==> src/rtl/opb_register_simulink2ppc_pkg.sv <==
// Shared register map for the Simulink-to-PPC software register: word offsets
// and STATUS/CONTROL bit positions, plus helpers that assemble readback words.
package opb_register_simulink2ppc_pkg;

    localparam logic [1:0] OFF_DATA    = 2'd0;
    localparam logic [1:0] OFF_STATUS  = 2'd1;
    localparam logic [1:0] OFF_CONTROL = 2'd2;
    localparam logic [1:0] OFF_RSVD    = 2'd3;

    localparam int STAT_NEW_BIT    = 0;
    localparam int STAT_OVR_BIT    = 1;
    localparam int STAT_CNT_LSB    = 16;
    localparam int STAT_CNT_W      = 16;

    localparam int CTRL_CLR_BIT    = 0;
    localparam int CTRL_FREEZE_BIT = 1;

    function automatic logic [31:0] status_word(input logic [STAT_CNT_W-1:0] cnt,
                                                input logic                  ovr,
                                                input logic                  nf);
        logic [31:0] w;
        w = '0;
        w[STAT_CNT_LSB +: STAT_CNT_W] = cnt;
        w[STAT_OVR_BIT]               = ovr;
        w[STAT_NEW_BIT]               = nf;
        return w;
    endfunction

    function automatic logic [31:0] control_word(input logic frz);
        logic [31:0] w;
        w = '0;
        w[CTRL_FREEZE_BIT] = frz;
        return w;
    endfunction

endpackage

==> src/rtl/opb_slave_ack_ctrl.sv <==
// OPB address decode and single-beat acknowledge generation, shared by the
// software-register slaves. accept marks the cycle a transfer is taken.
module opb_slave_ack_ctrl #(
    parameter int                AWIDTH   = 32,
    parameter logic [AWIDTH-1:0] BASEADDR = '0,
    parameter logic [AWIDTH-1:0] HIGHADDR = 'hFF
) (
    input  logic              clk,
    input  logic              rst_n,
    input  logic [0:AWIDTH-1] abus,
    input  logic              select,
    output logic              xfer_ack,
    output logic              accept,
    output logic [1:0]        word_off
);

    logic [AWIDTH-1:0] addr;
    logic              hit;

    // Bus bit 0 is the MSB, so a plain assignment yields the numeric address.
    assign addr     = abus;
    assign hit      = select && (addr >= BASEADDR) && (addr <= HIGHADDR);
    assign accept   = hit && !xfer_ack;
    assign word_off = addr[3:2];

    // Ack stage: one cycle after accept; a held select re-arms every other cycle.
    always_ff @(posedge clk or negedge rst_n) begin
        if (!rst_n) begin
            xfer_ack <= 1'b0;
        end else begin
            xfer_ack <= accept;
        end
    end

endmodule

==> src/rtl/opb_register_simulink2ppc.sv <==
// OPB slave exposing a fabric-produced 32-bit word to the PowerPC as a
// read-only register, with new-data/overrun tracking and capture counting.
module opb_register_simulink2ppc #(
    parameter logic [31:0] C_BASEADDR   = 32'h0000_0000,
    parameter logic [31:0] C_HIGHADDR   = 32'h0000_00FF,
    parameter int          C_OPB_AWIDTH = 32,
    parameter int          C_OPB_DWIDTH = 32,
    parameter string       C_FAMILY     = "virtex6"
) (
    input  logic                    OPB_Clk,
    input  logic                    OPB_Rst_n,
    input  logic [0:C_OPB_AWIDTH-1] OPB_ABus,
    input  logic [0:3]              OPB_BE,
    input  logic [0:C_OPB_DWIDTH-1] OPB_DBus,
    input  logic                    OPB_RNW,
    input  logic                    OPB_select,
    input  logic                    OPB_seqAddr,
    output logic [0:C_OPB_DWIDTH-1] Sl_DBus,
    output logic                    Sl_xferAck,
    output logic                    Sl_errAck,
    output logic                    Sl_retry,
    output logic                    Sl_toutSup,
    input  logic [31:0]             user_data_in,
    input  logic                    user_valid,
    output logic                    user_ack
);

    import opb_register_simulink2ppc_pkg::*;

    logic        accept;
    logic [1:0]  word_off;
    logic [31:0] wdata;
    logic [31:0] rd_val;

    logic [31:0]           data_reg;
    logic                  new_flag;
    logic                  overrun;
    logic                  freeze;
    logic [STAT_CNT_W-1:0] count;

    logic capture;
    logic rd_data;
    logic ctrl_wr;
    logic ctrl_clr;
    logic ctrl_frz;
    logic unused_bits;

    opb_slave_ack_ctrl #(
        .AWIDTH   (C_OPB_AWIDTH),
        .BASEADDR (C_BASEADDR),
        .HIGHADDR (C_HIGHADDR)
    ) u_ack_ctrl (
        .clk      (OPB_Clk),
        .rst_n    (OPB_Rst_n),
        .abus     (OPB_ABus),
        .select   (OPB_select),
        .xfer_ack (Sl_xferAck),
        .accept   (accept),
        .word_off (word_off)
    );

    assign Sl_errAck  = 1'b0;
    assign Sl_retry   = 1'b0;
    assign Sl_toutSup = 1'b0;

    // Renumber write data LSB-first so CONTROL bit positions read naturally.
    assign wdata = OPB_DBus;

    assign capture  = user_valid && !freeze;
    assign rd_data  = accept && OPB_RNW && (word_off == OFF_DATA);
    assign ctrl_wr  = accept && !OPB_RNW && (word_off == OFF_CONTROL) && OPB_BE[3];
    assign ctrl_clr = ctrl_wr && wdata[CTRL_CLR_BIT];
    assign ctrl_frz = ctrl_wr && wdata[CTRL_FREEZE_BIT];

    assign unused_bits = ^{OPB_seqAddr, OPB_BE[0:2], wdata[31:2]};

    always_comb begin
        rd_val = '0;
        case (word_off)
            OFF_DATA:    rd_val = data_reg;
            OFF_STATUS:  rd_val = status_word(count, overrun, new_flag);
            OFF_CONTROL: rd_val = control_word(freeze);
            OFF_RSVD:    rd_val = '0;
        endcase
    end

    // Accept stage: readback is latched here and driven only during the ack
    // cycle, keeping the OR-combined bus at zero otherwise.
    always_ff @(posedge OPB_Clk or negedge OPB_Rst_n) begin
        if (!OPB_Rst_n) begin
            Sl_DBus  <= '0;
            user_ack <= 1'b0;
            data_reg <= '0;
            new_flag <= 1'b0;
            overrun  <= 1'b0;
            count    <= '0;
            freeze   <= 1'b0;
        end else begin
            Sl_DBus  <= (accept && OPB_RNW) ? rd_val : '0;
            user_ack <= capture;

            if (capture) begin
                data_reg <= user_data_in;
            end

            // A capture always leaves fresh data pending, even against a read or clear.
            if (capture) begin
                new_flag <= 1'b1;
            end else if (rd_data || ctrl_clr) begin
                new_flag <= 1'b0;
            end

            // Overrun only when unread data is replaced without being consumed.
            if (ctrl_clr) begin
                overrun <= 1'b0;
            end else if (capture && new_flag && !rd_data) begin
                overrun <= 1'b1;
            end

            if (ctrl_clr) begin
                count <= capture ? STAT_CNT_W'(1) : '0;
            end else if (capture) begin
                count <= count + STAT_CNT_W'(1);
            end

            if (ctrl_frz) begin
                freeze <= 1'b1;
            end
        end
    end

endmodule

==> config.mk <==
export PLATFORM = sky130hd
export DESIGN_NAME = opb_register_simulink2ppc
export DESIGN_NICKNAME = d
export VERILOG_FILES = /design/src/rtl/opb_register_simulink2ppc_pkg.sv /design/src/rtl/opb_slave_ack_ctrl.sv /design/src/rtl/opb_register_simulink2ppc.sv
export SDC_FILE = /design/constraint.sdc
export NUM_CORES = 1
export LEC_CHECK = 0
export ABC_AREA = 1
export CAP_MARGIN = 30
export CELL_PAD_IN_SITES_DETAIL_PLACEMENT = 0
export CELL_PAD_IN_SITES_GLOBAL_PLACEMENT = 1
export CORE_ASPECT_RATIO = 1.2
export CORE_MARGIN = 3
export CORE_UTILIZATION = 25
export CTS_CLUSTER_DIAMETER = 50
export DETAILED_ROUTE_END_ITERATION = 8
export PLACE_DENSITY = 0.77
export SLEW_MARGIN = 20
export SYNTH_ARGS = -nofsm -noshare
export SYNTH_HDL_FRONTEND = slang
export SYNTH_HIERARCHICAL = 1
export SYNTH_SLANG_ARGS = --single-unit
export TNS_END_PERCENT = 10
==> constraint.sdc <==
create_clock -name OPB_Clk -period 1.5 [get_ports OPB_Clk]
set_clock_uncertainty 0.15 [all_clocks]
set_input_delay 0.225 -clock OPB_Clk [delete_from_list [all_inputs] [get_ports OPB_Clk]]
set_output_delay 0.225 -clock OPB_Clk [all_outputs]
set_load 0.02 [all_outputs]
# Word-level counts from Yosys, hierarchy flattened
# Cells that the tools add are included.
[classes]
addsub = 1
order_cmp = 2
eq_ne = 3
n_mux = 9
n_reduce_logical = 22
[op_table]
columns = ["op", "count"]
rows = [
  ["case mux 32 bit (4 select lines)", 1],
  ["greater-or-equal comparator 32 x 1 -> 1 bit (second input constant)", 1],
  ["less-or-equal comparator 32 x 8 -> 1 bit (second input constant)", 1],
  ["two-way mux 16 bit", 2],
  ["two-way mux 32 bit", 1],
  ["adder 16 x 1 -> 16 bit (second input constant)", 1],
  ["logical AND 1 bit", 13],
  ["nonzero test 2 bit", 3],
  ["two-way mux 1 bit", 5],
  ["equality test 2 bit (second input constant)", 2],
  ["logical NOT 1 bit", 4],
  ["equality test 2 x 1 -> 1 bit (second input constant)", 1],
  ["logical NOT 2 bit", 1],
  ["logical OR 1 bit", 1],
]
[word_totals]
wordCells = 45
input_bits = 106
reg_bits = 85

# Depth between registers and ports, before layout
[logic_depth]
word_depth = 11
mapped_depth = 11

# By module
# Netlist, hierarchy kept.
[by_module_without_submodules]
columns = ["module", "instances", "area_per_inst_um2", "cells_per_inst"]
rows = [
  ["opb_register_simulink2ppc", 1, 3469.6, 378],
  ["opb_slave_ack_ctrl", 1, 142.6, 29],
]

# Worst setup path after synthesis
# OpenSTA, ideal clock, no wires.
[synth_timing]
path_kind = "register to register"
start = "register u_ack_ctrl.xfer_ack"
end = "register new_flag"
required_ps = 1220
t_arrival_ps = 1423
slack_ps = -203
setup_ps = 130
period_less_slack_ps = 1703
path_stages_with_launch = 12
path_cell_list = "dfrtp_1 > inv_1 > nand2_1 > nor2_1 > nand2_1 > nor2_1 > nand3_1 > nor2_4 > nand2_4 > buf_6 > nand3_1 > nand2_1"
[synth_between]
elab_chain_cells = 8
word_cells_on_any_way = 10
classes_between = "reduce/logical (10)"
[synth_lines]
columns = ["item", "line", "rtl"]
rows = [
  ["from (decl)", "opb_slave_ack_ctrl.sv:12", "output logic xfer_ack,"],
  ["from (signal assigned)", "opb_slave_ack_ctrl.sv:31", "xfer_ack <= accept;"],
  ["logical NOT 1 bit (*)", "opb_slave_ack_ctrl.sv:23", "assign accept = hit && !xfer_ack;"],
  ["logical AND 1 bit (*)", "opb_slave_ack_ctrl.sv:23", ""],
  ["net accept", "opb_register_simulink2ppc.sv:30", "logic accept;"],
  ["logical AND 1 bit (3 in a row)", "opb_register_simulink2ppc.sv:71", "assign ctrl_wr = accept && !OPB_RNW && (word_off == OFF_CONTROL) && OPB_BE[3];"],
  ["logical AND 1 bit", "opb_register_simulink2ppc.sv:72", "assign ctrl_clr = ctrl_wr && wdata[CTRL_CLR_BIT];"],
  ["logical OR 1 bit (*)", "opb_register_simulink2ppc.sv:109", "end else if (rd_data || ctrl_clr) begin"],
  ["nonzero test 2 bit (no source line) (*)", "-", ""],
  ["to (signal assigned)", "opb_register_simulink2ppc.sv:94", "new_flag <= 1'b0;"],
  ["to (signal assigned)", "opb_register_simulink2ppc.sv:108", "new_flag <= 1'b1;"],
  ["to (signal assigned)", "opb_register_simulink2ppc.sv:110", "new_flag <= 1'b0;"],
  ["to (decl)", "opb_register_simulink2ppc.sv:36", "logic new_flag;"],
]
# Mark *: on every way through the listed nets, which the timed path passes. The rest lies on a longest branch.
# A chain may end at the register's enable or synchronous reset.

# Worst setup path after layout
[layout_timing]
start = "input port OPB_ABus[23] (netlist name)"
end = "register count[0]"
[layout_between]
elab_chain_cells = 9
word_cells_on_any_way = 11
classes_between = "order compare (2); mux (1); reduce/logical (8)"
[layout_lines]
columns = ["item", "line", "rtl"]
rows = [
  ["from (decl)", "opb_register_simulink2ppc.sv:12", "input logic [0:C_OPB_AWIDTH-1] OPB_ABus,"],
  ["greater-or-equal comparator 32 x 1 -> 1 bit", "opb_slave_ack_ctrl.sv:22", "assign hit = select && (addr >= BASEADDR) && (addr <= HIGHADDR);"],
  ["logical AND 1 bit", "opb_slave_ack_ctrl.sv:22", ""],
  ["logical AND 1 bit (*)", "opb_slave_ack_ctrl.sv:22", ""],
  ["logical AND 1 bit (*)", "opb_slave_ack_ctrl.sv:23", ""],
  ["net accept", "opb_register_simulink2ppc.sv:30", ""],
  ["logical AND 1 bit (*) (3 in a row)", "opb_register_simulink2ppc.sv:71", ""],
  ["logical AND 1 bit (*)", "opb_register_simulink2ppc.sv:72", ""],
  ["two-way mux 16 bit / nonzero test 2 bit (equally long branches)", "-", ""],
  ["to (signal assigned)", "opb_register_simulink2ppc.sv:121", "count <= capture ? STAT_CNT_W'(1) : '0;"],
  ["to (signal assigned)", "opb_register_simulink2ppc.sv:123", "count <= count + STAT_CNT_W'(1);"],
  ["to (decl)", "opb_register_simulink2ppc.sv:39", "logic [STAT_CNT_W-1:0] count;"],
]
# Marks and branches as above.

==> metrics.yaml <==
grt.total_usage_pct: 11.8
hp-start: "OPB_ABus[1]"
fillCellCount: 1431
synthCells: 407
grt_pass1_vias: 3096
max_stage_delay_ns: 0.40
crit_path_start_kind: "primary input"
antenna_cells: 0
worst_hold_path_type: "primary input to register"
drive_above_1_share_pct: 13.4
yosysSeqAreaShare_pct: 58.9
fmax_ghz: 0.590
status: "complete, but fails checks"
htree_levels: 3
final_common_cell: "nand2_1"
clkLatencyLatePin_ns: 0.33
maxCapViolations: 0
final.setup.worst_slack_ns: -0.195
area_growth_pct: 45.6
slew_violations: 0
fin_util_pct: 37.6
worstPathRequired_ns: 1.61
fin_nets: 632
grt_setup_unrepaired: "true"
cts_root_buf: "clkbuf_16"
ys_ff_latch: 85
multiInputGateArea_sq_um: 1290
initial_utilization_pct: 25.8
worstSetupEndpointType: "register"
async_reset_ff_share_pct: 100
final_cell_area_sq_um: 5260
first_pass_iters: 4
fin_crit_ns: 1.69
dieWidth_um: 116
crit_slowest_cell: "clkdlybuf4s50_1"
cp_max_fo: 9
clock-sinks: 85
violations: "negative setup slack"
totalWireLength_mm: 9.03
grt_overflow_total: 0
io_buffers: 99
ioPinCount: 143
core_sq_um: 14000
cts_inserted_buffers: 9
crit_arrival_ns: 1.80
vdd_drop_max_uv: 429
synth_cell_types: 33
grt_max_degree: 37
cts.path.max_buffers: 2
ant_nets: 0
vias: 2945
crit_buf_inv: 1
synth-main-ff-cell: "dfrtp_1"
setup_violations: 51
dr.first_iter.drc_count: 225
synth_area_per_cell_sq_um: 8.88
leakage_uw: 0.00283
crit_family: "simple AND/OR/NAND/NOR gates"
synth_edf_count: 0
crit_chain: "clkdlybuf4s50_1 -> or2_0 -> nor2_1 -> nand2_1 -> nor2_4 -> nand3_2 -> nor2_4 -> nand2_8 -> nand2_1 -> xor2_1"
layout_common_cells: "nand2_1 (130), dfrtp_1 (84), clkdlybuf4s50_1 (62)"
pre_cts_ws_ns: -0.594
antenna_found_initial: 0
fin_crit_sh_pct: 113
crit_start: "OPB_ABus[23]"
post_dp_cell_area_sq_um: 4920
viasPerCell: 4.20
p_total_uw: 4730
p_per_area_nw_per_um2: 899
route.detailed.drc: 0
syn_area_sq_um: 3610
ys.warnings.count: 6
wire_per_inst_um: 12.9
r2r_start: "u_ack_ctrl/xfer_ack"
finalHoldViolCount: 0
gp_congestion: 0.812
fp.dieH_um: 138
seq_area_sq_um: 2130
cts.clk_slew.worst_paths_ns: 0.06
cts_tree: "done"
num_rows: 47
grt_pass1_wl_mm: 14.7
die-area_sq_um: 15900
place_hpwl_mm: 6.72
critical_path_class: "primary input to register"
## tightest hold or removal path: stages
cell            delay (ns)
dlymetal6s2s_1        0.08
or2_1                 0.09
nor2_1                0.04
nand2_1               0.11
nor2_4                0.05
## through the flow
| stage | std cells | setup TNS (ns) | hold slack, ns |
|---|---|---|---|
| final | 701 | -7.31 | 0.149 |
| after global routing | 701 | -13.12 | 0.184 |
| after CTS | 699 | -5.31 | 0.194 |
| after detailed placement | 681 | -29.73 | -0.00331 |
| after global placement | 681 | -30.15 | -0.00460 |
| after floorplan | 409 | -2.54 | -0.221 |
## cell usage after synthesis (5+ instances only)
master   instances  area share [%]
o21ai_0         28             3.9
nor2_1          52             5.4
inv_1           35             3.6
nand2_1        132              14
buf_4            7             1.5
nand2_2          5            0.87
buf_2            6            0.83
dfrtp_1         85              59
a32o_1           5             1.4
inv_2            6            0.62
nand3_1          8             1.1
## final cells by class
cell class                 count  share of cell area, %
sequential                    85                   40.5
multi-input combinational    267                   24.6
timing repair buffer         120                   22.4
clock buffer                  12                   4.50
tap                          171                   4.07
inverter                      42                   3.04
clock inverter                 4                  0.951
## kinds of logic (layout without fill, tap and decap cells)
group	after synthesis	in the layout	share of synthesized area [%]
and+or+nand+nor	217	218	25.9
adders and majority gates	1	1	0.346
other	1	3	0.104
AOI/OAI and AO/OA	44	44	7.10
DFF	85	85	58.9
xor gates and xnor gates	1	1	0.243
buffers and inverters	58	178	7.38
## metal layers
metal  global-route usage [%]  vias to the layer above  wire, um
met2                     20.7                       71      4690
li1                         -                     1493         -
met3                     3.60                        9       513
met4                     3.35                        0        96
met1                     13.9                     1372      3740
met5                        0                        -         0
## where the power goes
group | total, uW | switching (uW) | leakage [uW] | internal [uW]
Combinational | 275 | 102 | 0.00164 | 173
Clock | 2160 | 872 | 0.000133 | 1290
Sequential | 2290 | 0.0000320 | 0.00106 | 2290
## final timing paths
check	endpoint	slack, ns	cells after the start
setup / recovery	count[0]	-0.19	10
hold / removal	u_ack_ctrl/xfer_ack	0.15	5
setup reg to reg	count[0]	-0.18	10
hold reg to reg	data_reg[26]	0.33	2
max in group asynchronous	count[11]	0.49	3
min in group asynchronous	Sl_DBus[12]	0.20	2
## timing repair
item,in CTS,in global routing
endpoints found under the hold margin,85,0
buffers inserted,1,1
resized for setup,51,10
hold buffers,1,0
endpoints found under the setup margin,84,51
pin swaps,4,3
cloned,0,1
Power figures use the tool's default switching activity.
